===== src/rtl/mouse_packet_rx_if.sv =====
// Bus between the PS/2 byte transceiver side and the mouse packet receiver.
// master drives received bytes and transmit completion; slave is mouse_packet_rx.
`timescale 1ns/1ps
interface mouse_packet_rx_if;
  logic [7:0] rx_data;
  logic       rx_done_tick;
  logic       tx_done_tick;
  logic [7:0] tx_data;
  logic       wr_ps2;
  logic [8:0] xm;
  logic [8:0] ym;
  logic [2:0] btnm;
  logic       m_done_tick;
  logic       init_done;

  modport master (
    output rx_data, rx_done_tick, tx_done_tick,
    input  tx_data, wr_ps2, xm, ym, btnm, m_done_tick, init_done
  );

  modport slave (
    input  rx_data, rx_done_tick, tx_done_tick,
    output tx_data, wr_ps2, xm, ym, btnm, m_done_tick, init_done
  );
endinterface


===== src/rtl/mouse_packet_rx.sv =====
// PS/2 mouse front end: sends the stream-enable command, waits for the ACK,
// then assembles 3-byte movement packets with an inter-byte timeout.
`timescale 1ns/1ps
module mouse_packet_rx #(
  parameter int TMO_CYCLES = 2500000
) (
  input logic              clk,
  input logic              reset,
  mouse_packet_rx_if.slave bus
);
  localparam int CW = (TMO_CYCLES < 2) ? 1 : $clog2(TMO_CYCLES + 1);
  localparam logic [CW-1:0] TMO_LAST = CW'(TMO_CYCLES);

  typedef enum logic [2:0] {
    INIT_WR, INIT_TX, INIT_ACK, PKT1, PKT2, PKT3, DONE
  } state_t;

  state_t        state_q;
  logic [CW-1:0] tmo_cnt_q;
  logic [2:0]    btn_pend_q;
  logic          x_sign_q;
  logic          y_sign_q;
  logic          x_ovf_q;
  logic          y_ovf_q;
  logic [7:0]    x_low_q;
  logic          wr_ps2_q;
  logic          init_done_q;
  logic          m_done_q;
  logic [8:0]    xm_q;
  logic [8:0]    ym_q;
  logic [2:0]    btnm_q;
  logic          tmo_hit;
  logic          in_body;

  assign tmo_hit = (tmo_cnt_q == TMO_LAST);
  assign in_body = (state_q == PKT2) || (state_q == PKT3);

  always_ff @(posedge clk or posedge reset) begin
    if (reset) begin
      state_q     <= INIT_WR;
      tmo_cnt_q   <= '0;
      btn_pend_q  <= '0;
      x_sign_q    <= 1'b0;
      y_sign_q    <= 1'b0;
      x_ovf_q     <= 1'b0;
      y_ovf_q     <= 1'b0;
      x_low_q     <= '0;
      wr_ps2_q    <= 1'b0;
      init_done_q <= 1'b0;
      m_done_q    <= 1'b0;
      xm_q        <= '0;
      ym_q        <= '0;
      btnm_q      <= '0;
    end else begin
      wr_ps2_q <= 1'b0;
      m_done_q <= 1'b0;
      case (state_q)
        INIT_WR: begin
          wr_ps2_q <= 1'b1;
          state_q  <= INIT_TX;
        end
        INIT_TX: begin
          if (bus.tx_done_tick) state_q <= INIT_ACK;
        end
        INIT_ACK: begin
          if (bus.rx_done_tick) begin
            if (bus.rx_data == 8'hFA) begin
              init_done_q <= 1'b1;
              state_q     <= PKT1;
            end else begin
              state_q <= INIT_WR;
            end
          end
        end
        PKT1: begin
          // Bit 3 is always set in a genuine first byte; anything else is a resync.
          if (bus.rx_done_tick && bus.rx_data[3]) begin
            btn_pend_q <= bus.rx_data[2:0];
            x_sign_q   <= bus.rx_data[4];
            y_sign_q   <= bus.rx_data[5];
            x_ovf_q    <= bus.rx_data[6];
            y_ovf_q    <= bus.rx_data[7];
            state_q    <= PKT2;
          end
        end
        PKT2: begin
          if (bus.rx_done_tick) begin
            x_low_q <= bus.rx_data;
            state_q <= PKT3;
          end else if (tmo_hit) begin
            state_q <= PKT1;
          end
        end
        PKT3: begin
          // Outputs load on the third byte so they appear together with the tick.
          if (bus.rx_done_tick) begin
            btnm_q   <= btn_pend_q;
            xm_q     <= x_ovf_q ? 9'd0 : {x_sign_q, x_low_q};
            ym_q     <= y_ovf_q ? 9'd0 : {y_sign_q, bus.rx_data};
            m_done_q <= 1'b1;
            state_q  <= DONE;
          end else if (tmo_hit) begin
            state_q <= PKT1;
          end
        end
        DONE: begin
          state_q <= PKT1;
        end
        default: begin
          state_q <= INIT_WR;
        end
      endcase

      if (in_body && !bus.rx_done_tick && !tmo_hit)
        tmo_cnt_q <= tmo_cnt_q + CW'(1);
      else
        tmo_cnt_q <= '0;
    end
  end

  assign bus.tx_data     = 8'hF4;
  assign bus.wr_ps2      = wr_ps2_q;
  assign bus.init_done   = init_done_q;
  assign bus.m_done_tick = m_done_q;
  assign bus.xm          = xm_q;
  assign bus.ym          = ym_q;
  assign bus.btnm        = btnm_q;
endmodule


===== src/flat_wrapper.sv =====
// flat-port wrapper written by rule: the top's interface ports become plain ports
module mouse_packet_rx_flat 
#(
  parameter int TMO_CYCLES = 2500000
)
  (clk, reset, bus_rx_data, bus_rx_done_tick, bus_tx_done_tick, bus_tx_data, bus_wr_ps2, bus_xm, bus_ym, bus_btnm, bus_m_done_tick, bus_init_done);
  mouse_packet_rx_if bus_i ();
  input logic clk;
  input logic reset;
  input wire logic [$bits(bus_i.rx_data)-1:0] bus_rx_data;
  input wire logic [$bits(bus_i.rx_done_tick)-1:0] bus_rx_done_tick;
  input wire logic [$bits(bus_i.tx_done_tick)-1:0] bus_tx_done_tick;
  output wire logic [$bits(bus_i.tx_data)-1:0] bus_tx_data;
  output wire logic [$bits(bus_i.wr_ps2)-1:0] bus_wr_ps2;
  output wire logic [$bits(bus_i.xm)-1:0] bus_xm;
  output wire logic [$bits(bus_i.ym)-1:0] bus_ym;
  output wire logic [$bits(bus_i.btnm)-1:0] bus_btnm;
  output wire logic [$bits(bus_i.m_done_tick)-1:0] bus_m_done_tick;
  output wire logic [$bits(bus_i.init_done)-1:0] bus_init_done;
  assign bus_i.rx_data = bus_rx_data;
  assign bus_i.rx_done_tick = bus_rx_done_tick;
  assign bus_i.tx_done_tick = bus_tx_done_tick;
  assign bus_tx_data = bus_i.tx_data;
  assign bus_wr_ps2 = bus_i.wr_ps2;
  assign bus_xm = bus_i.xm;
  assign bus_ym = bus_i.ym;
  assign bus_btnm = bus_i.btnm;
  assign bus_m_done_tick = bus_i.m_done_tick;
  assign bus_init_done = bus_i.init_done;
  mouse_packet_rx #(.TMO_CYCLES(TMO_CYCLES)) u_core (.clk(clk), .reset(reset), .bus(bus_i));
endmodule

===== config.mk =====
export PLATFORM = sky130hd
export DESIGN_NAME = mouse_packet_rx_flat
export DESIGN_NICKNAME = d
export VERILOG_FILES = /design/src/rtl/mouse_packet_rx_if.sv /design/src/rtl/mouse_packet_rx.sv /design/src/flat_wrapper.sv
export SDC_FILE = /design/constraint.sdc
export NUM_CORES = 1
export LEC_CHECK = 0
export CORE_ASPECT_RATIO = 0.6
export CORE_MARGIN = 3
export CORE_UTILIZATION = 58
export CTS_BUF_LIST = sky130_fd_sc_hd__clkbuf_16
export DETAILED_ROUTE_END_ITERATION = 10
export PLACE_DENSITY = 0.93
export REMOVE_ABC_BUFFERS = 1
export SYNTH_ARGS = -nofsm -noshare
export SYNTH_HDL_FRONTEND = slang
export SYNTH_SLANG_ARGS = --single-unit
export TNS_END_PERCENT = 50

===== constraint.sdc =====
create_clock -name clk -period 4.6 [get_ports clk]
set_input_delay 1.38 -clock clk [delete_from_list [all_inputs] [get_ports clk]]
set_output_delay 1.38 -clock clk [all_outputs]
set_load 0.02 [all_outputs]

==> results.cfg, run 1 <==
[setup_path]
rrSetupSlack_ns = 2.30
cp.required_ns = 4.81
critPathCaptureType = flop
worstSetupPathType = input port to flop
path_max_fanout = 21
worstPathArrival_ns = 3.50
reg2reg_depth = 4
timing.rr.start = u_core.state_q[0]$_DFFE_PP0P_
start_kind = input port
r2r_end = u_core.state_q[0]$_DFFE_PP0P_

[global_routing]
track_usage_pct = 23.5
grt_max_degree = 27
antenna_found_initial = 0
grt_pass1_wl_mm = 10.8
grt_pass1_vias = 2187
grt_overflow = 0

[route]
dr.pass1.iters = 4
drc = 0
via_per_inst = 5.77
drt_iter0_drc = 147
routed-via-count = 2284
wl_per_cell_microns = 16.6
antenna_left = 0
routed_wl_mm = 6.58

[floorplan]
die_area_sq_um = 6080
num_rows = 19
core_area_sq_um = 4780
die_w_microns = 98.7
start_util_pct = 62.6
die_y_microns = 61.6
ios = 44

[timing]
fmax_mhz = 305
finalHoldViolCount = 0
finalMaxSlewViolations = 0
fin_setup_tns_ns = 0
rsz0062_at_grt = false
min_period_ns = 3.28
fin_crit_sh_pct = 71.4
fin_skew_ns = 0.00288
relSlewSlack_pct = 47.2
whs_ns = 0.479
worst_pin_slew_ns = 0.789
setup_viol = 0

[finish]
drive_gt1_share_pct = 12.9
area_growth_pct = 23.5
diodes = 0
final_util_pct = 77.3
fill_cells = 300
nNetsFinal = 342

[hold_path]
min_to = u_core.bus.xm[5]$_DFFE_PP0P_
min_path_cells = 2
hp-class = flop to flop
hold_start = u_core.bus.xm[5]$_DFFE_PP0P_

[logic_synthesis]
yosysUniqueCellTypes = 40
yosysTopAreaCell = dfrtp_1
synth_area_leaders = dfrtp_1, mux2_2, o21ai_0
synth_area_sq_um = 2990
avgSynthCellArea_sq_um = 10.2
ys_top_cells_by_count = dfrtp_1, nand2_1, o21ai_0, nor2_1, nand2b_1
synth_fa_ha_area_share_pct = 0.836
synthMuxAreaShare_pct = 6.78
yosys_warnings = 0
synth_most_common_cell = dfrtp_1
synth-compound-area-share_pct = 9.74
synth-xor-area-share_pct = 3.51
async_flop_share_pct = 100
ys_ff_latch = 64
ys_seq_area_share_pct = 53.5
synthSimpleGateAreaFrac_pct = 20.4
ys.flop_type = dfrtp_1
synth_top_family_by_area = simple AND/OR/NAND/NOR gates
syn_inst = 293
yosys.area.top_type_share_pct = 53.5
synth_edf_count = 0

[power]
peakVddDrop_mv = 0.444
p_seq_share_pct = 38.7
swShare_pct = 30.2
p_per_area_nw_per_um2 = 600
leakagePower_uw = 0.00157
power_uw = 2220
power_frac_comb_pct = 26.8
power.switching_uw = 670
pwr-share-clk_pct = 34.5
p_int_uw = 1550

[clock_network]
numCtsBuffers = 9
cts-htree-levels = 3
clock_path_buffers = 2
post_cts_buffers = 0
cts_root_buffer = clkbuf_16
cts_tree = built
postCtsHoldBufs = 0
cts_resized = 0
path_clk_slew_ns = 0.05
cts.sinks = 64
clk_latency_ns = 0.33

[status]
run_status = completed

[placed_design]
io_buffer_count = 35
gp_congestion = 0.797
dp_hpwl_mm = 4.46

[flow_run]
maxCapViolCount = 0
## worst max-delay path, stage by stage
cell and delay [ns]:
clkdlybuf4s50_1 0.64, nor2b_1 0.28, nand3_1 0.49, buf_4 0.41, mux2_2 0.29
## per-stage QoR
| step | instances | cell area [sq um] | worst slack, ns |
|---|---|---|---|
| 4_1_cts | 396 | 3690 | 1.36 |
| 3_3_place_gp | 380 | 3360 | 1.11 |
| 2_1_floorplan | 279 | 2910 | 1.62 |
| 6_report | 396 | 3690 | 1.32 |
| 5_1_grt | 396 | 3690 | 1.19 |
| 3_5_place_dp | 380 | 3360 | 1.05 |
## routing by layer
layer	up-vias	wire, microns	global-route usage (%)
li1	1064	-	-
met1	1126	2880	31.3
met2	86	3050	37.1
met3	8	578	7.81
met4	0	68	7.98
met5	-	0	0
## placed cells by master, fill, tap and decap left out, types with 5 or more instances in the layout
cell and instances:
a21oi_1 11, clkbuf_16 9, clkdlybuf4s50_1 35, conb_1 8, dfrtp_1 64, inv_1 10
mux2_2 18, nand2_1 32, nand2b_1 20, nand3_1 7, nand4_1 5, nor2_1 21
o21ai_0 26, or3_1 6, xnor2_1 7, xor2_1 5
## power groups by stage
stage / Clock (uW) / Sequential [uW] / Combinational (uW)
finish: 765 / 857 / 594
global route: 800 / 878 / 644
CTS: 773 / 854 / 598
detailed placement: 0 / 859 / 591
global placement: 0 / 844 / 569
floorplan: 0 / 913 / 269
## layout make-up
cell class                 count  area, sq um  area share [%]
clock buffer                   9          225            6.10
clock inverter                 7          110            2.98
timing repair buffer          38          373            10.1
tap                           63         78.8            2.13
inverter                      11         41.3            1.12
multi-input combinational    204         1260            34.2
sequential                    64         1600            43.3
## logic make-up after synthesis
kind of cell	count (synthesis)
xor+xnor	12
buf+inv	31
compound gates	50
flops	64
fa+ha+maj	2
other cells	2
mux	18
simple gates	114
## flip-flops by register name (all words and copies together), names as in the netlist
name and cells:
u_core.x_low_q 8, u_core.bus.ym 9, u_core.btn_pend_q 3, u_core.bus.wr_ps2 1
u_core.state_q 3, u_core.tmo_cnt_q 22, u_core.bus.xm 9, u_core.x_ovf_q 1
u_core.y_sign_q 1, u_core.bus.m_done_tick 1, u_core.bus.btnm 3, u_core.bus.init_done 1
u_core.y_ovf_q 1, u_core.x_sign_q 1
## how the worst max path moves through the flow
stage,startpoint,end,slack [ns],depth (start not counted)
6_report,bus_rx_done_tick,u_core.bus.btnm[0]$_DFFE_PP0P_,1.32,5
2_1_floorplan,reset,u_core.btn_pend_q[0]$_DFFE_PP0P_,1.62,1
5_1_grt,bus_rx_done_tick,u_core.bus.btnm[0]$_DFFE_PP0P_,1.19,5
4_1_cts,bus_rx_done_tick,u_core.bus.btnm[0]$_DFFE_PP0P_,1.36,5
3_5_place_dp,bus_rx_done_tick,u_core.bus.btnm[2]$_DFFE_PP0P_,1.05,5
3_3_place_gp,bus_rx_done_tick,u_core.bus.btnm[0]$_DFFE_PP0P_,1.11,5
Note: power is estimated with default switching activity, not from simulation.
==> inputs of run 2 (changes only) <==
- CORE_UTILIZATION: 58 -> 49
- PLACE_DENSITY: 0.93 -> 0.84
- clock period: 4.6 -> 2.9 ns (I/O delays scaled with it)
==> results.cfg, run 2 (synthesized netlist as in run 1, its figures left out) <==
[finish]
layout_commonest_cell = dfrtp_1
nNetsFinal = 347
top_register = u_core.tmo_cnt_q
drive_gt1_share_pct = 14.5
fin_cells = 418
largest_register_ffs = 22
area_growth_pct = 24.3
diodes = 0
final_cell_mix = dfrtp_1, clkdlybuf4s50_1, nand2_1, o21ai_0, nor2_1
fin_area_sq_um = 3720

[floorplan]
start_util_pct = 52.2
die_w_microns = 107
ios = 44
die_y_microns = 66.5
core_area_sq_um = 5730
num_rows = 21
die_area_sq_um = 7110

[timing]
whs_ns = 0.458
relSlewSlack_pct = 52.2
min_period_ns = 2.41
fin_crit_sh_pct = 83.1
fmax_mhz = 415
fin_setup_tns_ns = 0
finalMaxSlewViolations = 0
setup_viol = 0
worst_pin_slew_ns = 0.716
fin_skew_ns = 0.00522
rsz0062_at_grt = false
finalHoldViolCount = 0

[clock_network]
cts_resized = 0
clock_path_buffers = 2
cts_root_buffer = clkbuf_16
postCtsHoldBufs = 0
cts-htree-levels = 3
post_cts_buffers = 0
cts.sinks = 64
numCtsBuffers = 9
path_clk_slew_ns = 0.05
clk_latency_ns = 0.33
cts_tree = built

[power]
peakVddDrop_mv = 0.420
leakagePower_uw = 0.00157
p_per_area_nw_per_um2 = 896
power_uw = 3330

[placed_design]
dp_hpwl_mm = 4.47
dpl.cell_count = 402
io_buffer_count = 35
gp_congestion = 0.891
placed_area_sq_um = 3430

[hold_path]
min_path_cells = 1
hp-class = flop to flop
min_to = u_core.bus.init_done$_DFFE_PP0P_
hold_start = u_core.bus.init_done$_DFFE_PP0P_

[setup_path]
r2r_end = u_core.tmo_cnt_q[7]$_DFF_PP0_
timing.rr.start = u_core.tmo_cnt_q[0]$_DFF_PP0_
worstPathArrival_ns = 2.64
path_max_fanout = 4
rrSetupSlack_ns = 0.61
worstSetupPathType = input port to flop
cp.required_ns = 3.13
start_kind = input port
critPathCaptureType = flop
reg2reg_depth = 6

[route]
routed-via-count = 2236
via_per_inst = 5.35
antenna_left = 0
drc = 0
wl_per_cell_microns = 15.7
drt_iter0_drc = 158
dr.pass1.iters = 4
routed_wl_mm = 6.55

[global_routing]
grt_max_degree = 41
grt_overflow = 0
antenna_found_initial = 0
grt_pass1_vias = 2178
grt_pass1_wl_mm = 10.8
track_usage_pct = 20.0

[flow_run]
maxCapViolCount = 0

[status]
run_status = completed
## run 2: cell count changes in the layout (fill, tap and decap cells not counted)
cell / before / now
buf_4: 3 / 7
bufinv_16: 3 / 1
clkinv_2: 0 / 2
clkinvlp_4: 0 / 2
buf_12: 0 / 1
clkinv_1: 3 / 2
clkinv_4: 1 / 0
## run 2: worst max-delay path: stages
cell and delay (ns):
clkdlybuf4s50_1 0.46, or4b_2 0.68, nor4_1 0.21, buf_4 0.18, a21oi_1 0.04, o221ai_1 0.20
## run 2: worst max path at each step
stage | start | end | slack [ns] | cells after the start
after floorplan | reset | u_core.btn_pend_q[0]$_DFFE_PP0P_ | 0.43 | 1
final | bus_rx_data[2] | u_core.state_q[0]$_DFFE_PP0P_ | 0.49 | 6
after CTS | bus_rx_data[2] | u_core.state_q[0]$_DFFE_PP0P_ | 0.48 | 6
after global routing | bus_rx_data[2] | u_core.state_q[0]$_DFFE_PP0P_ | 0.37 | 6
after detailed placement | bus_rx_data[2] | u_core.state_q[0]$_DFFE_PP0P_ | 0.16 | 6
after global placement | bus_rx_data[2] | u_core.state_q[0]$_DFFE_PP0P_ | 0.25 | 6
## run 2: metrics by stage
step	setup slack (ns)	util, %
finish	0.490	64.9
global route	0.366	64.9
CTS	0.484	64.9
detailed placement	0.164	59.9
global placement	0.252	59.9
floorplan	0.432	-
## run 2: power breakdown
part	switching, uW	internal (uW)
sequential	218	1140
combinational	450	493
clock	378	655
## run 2: layout make-up
class | instances | area (sq um)
fill | 467 | 2010
sequential | 64 | 1600
multi-input combinational | 204 | 1260
timing repair buffer | 43 | 423
clock buffer | 9 | 225
tap | 80 | 100
clock inverter | 7 | 62.6
inverter | 11 | 41.3
## run 2: routing by layer
metal | global-route usage [%] | part of all wire, % | vias up
met5 | 0 | 0 | -
met2 | 29.7 | 45 | 62
met3 | 5.61 | 5.4 | 6
met4 | 6.70 | 1.3 | 0
met1 | 28.4 | 48 | 1098
li1 | - | - | 1070
==> inputs of run 3 (changes only) <==
- clock period: 2.9 -> 2.1 ns (I/O delays scaled with it)
==> results.cfg, run 3 (synthesized netlist as in run 1, its figures left out) <==
[clock_network]
path_clk_slew_ns = 0.06
post_cts_buffers = 0
cts-htree-levels = 3
clk_latency_ns = 0.34
clock_path_buffers = 2
numCtsBuffers = 9
cts_tree = built
cts_root_buffer = clkbuf_16
cts.sinks = 64

[finish]
top_register = u_core.tmo_cnt_q
final_util_pct = 68.0
fill_cells = 451
multi_input_area_sq_um = 1290
nNetsFinal = 362
diodes = 0
largest_register_ffs = 22
final_cell_mix = dfrtp_1, clkdlybuf4s50_1, nand2_1, o21ai_0, nor2_1
area_growth_pct = 30.2
drive_gt1_share_pct = 19.3
layout_commonest_cell = dfrtp_1
regArea_sq_um = 1600

[setup_path]
start_kind = flop
worstSetupPathType = flop to flop
path_max_fanout = 9
cp.required_ns = 2.35
critPathCaptureType = flop
worstPathArrival_ns = 2.25

[route]
drc = 0
drt_iter0_drc = 117
wl_per_cell_microns = 16.0
via_per_inst = 5.45
routed_wl_mm = 6.91
routed-via-count = 2359
dr.pass1.iters = 4
antenna_left = 0

[power]
leakagePower_uw = 0.00167
power_uw = 4750
p_per_area_nw_per_um2 = 1220
peakVddDrop_mv = 0.653

[placed_design]
dp_hpwl_mm = 4.67
place_ws_ns = -0.376
gp_congestion = 0.821
io_buffer_count = 35

[global_routing]
grt_pass1_wl_mm = 11.3
grt_max_degree = 65
antenna_found_initial = 0
grt_overflow = 0
track_usage_pct = 21.2
grt_pass1_vias = 2211

[floorplan]
num_rows = 21
start_util_pct = 52.2
core_area_sq_um = 5730
die_y_microns = 66.5
ios = 44
die_area_sq_um = 7110
die_w_microns = 107

[timing]
fmax_mhz = 502
finalHoldViolCount = 0
rsz0062_at_grt = false
setup_viol = 0
finalWorstSetupSlack_ns = 0.108
min_period_ns = 1.99
fin_setup_tns_ns = 0
fin_skew_ns = 0.00443
fin_crit_sh_pct = 94.9
finalMaxSlewViolations = 0

[flow_run]
maxCapViolCount = 0

[hold_path]
hp-class = flop to flop

[status]
run_status = completed
## run 3: cell count changes in the layout (fill, tap and decap cells not counted), moves of 2 or more
cell,change
inv_6,+2
clkinv_4,+2
clkinv_2,-2
buf_12,+2
clkinv_1,-2
buf_4,+13
## run 3: metrics by stage
step | cells | area (sq um) | hold slack (ns)
after floorplan | 279 | 2910 | 0.469
after global placement | 417 | 3570 | 0.459
final | 433 | 3900 | 0.468
after detailed placement | 417 | 3570 | 0.464
after global routing | 433 | 3900 | 0.488
after CTS | 433 | 3880 | 0.477
## run 3: timing repair
item                                   in CTS  in global routing
endpoints found under the hold margin       0                  0
hold buffers                                0                  0
resized for setup                           1                  3
setup endpoints to repair                   2                  4
pin swaps                                   0                  1
## run 3: layout make-up
type                    instances  area share, %
repair buffers                 58           14.4
well taps                      80           2.57
clock buffers                   9           5.78
flip-flops and latches         64           41.1
inverters                      11           1.06
multi-input cells             204           33.0
clock inverters                 7           2.06
## run 3: final timing paths
path	startpoint	endpoint	slack, ns	cells past startpoint
setup / recovery	u_core.tmo_cnt_q[2]$_DFF_PP0_	u_core.tmo_cnt_q[21]$_DFF_PP0_	0.11	4
hold / removal	u_core.bus.init_done$_DFFE_PP0P_	u_core.bus.init_done$_DFFE_PP0P_	0.47	1
setup reg to reg	u_core.tmo_cnt_q[2]$_DFF_PP0_	u_core.tmo_cnt_q[21]$_DFF_PP0_	0.11	4
min in group asynchronous	reset	u_core.tmo_cnt_q[0]$_DFF_PP0_	0.68	3
max in group asynchronous	reset	u_core.bus.xm[4]$_DFFE_PP0P_	1.15	3
hold reg to reg	u_core.bus.init_done$_DFFE_PP0P_	u_core.bus.init_done$_DFFE_PP0P_	0.47	1
## run 3: critical path, cell delays in order (launching register included)
cell and delay (ns):
dfrtp_1 0.42, and4_1 0.25, or4b_1 0.61, or4_1 0.46, a21oi_1 0.17
## run 3: layer usage
layer / vias to the layer above / routed length, microns / global-route usage [%]
li1: 1105 / - / -
met1: 1173 / 3290 / 28.9
met2: 70 / 3150 / 31.8
met3: 11 / 372 / 6.58
met4: 0 / 106 / 8.29
met5: - / 0 / 0
## run 3: power by group
| part | switching, uW | internal [uW] |
|---|---|---|
| Sequential | 267 | 1570 |
| Clock | 578 | 929 |
| Combinational | 687 | 718 |
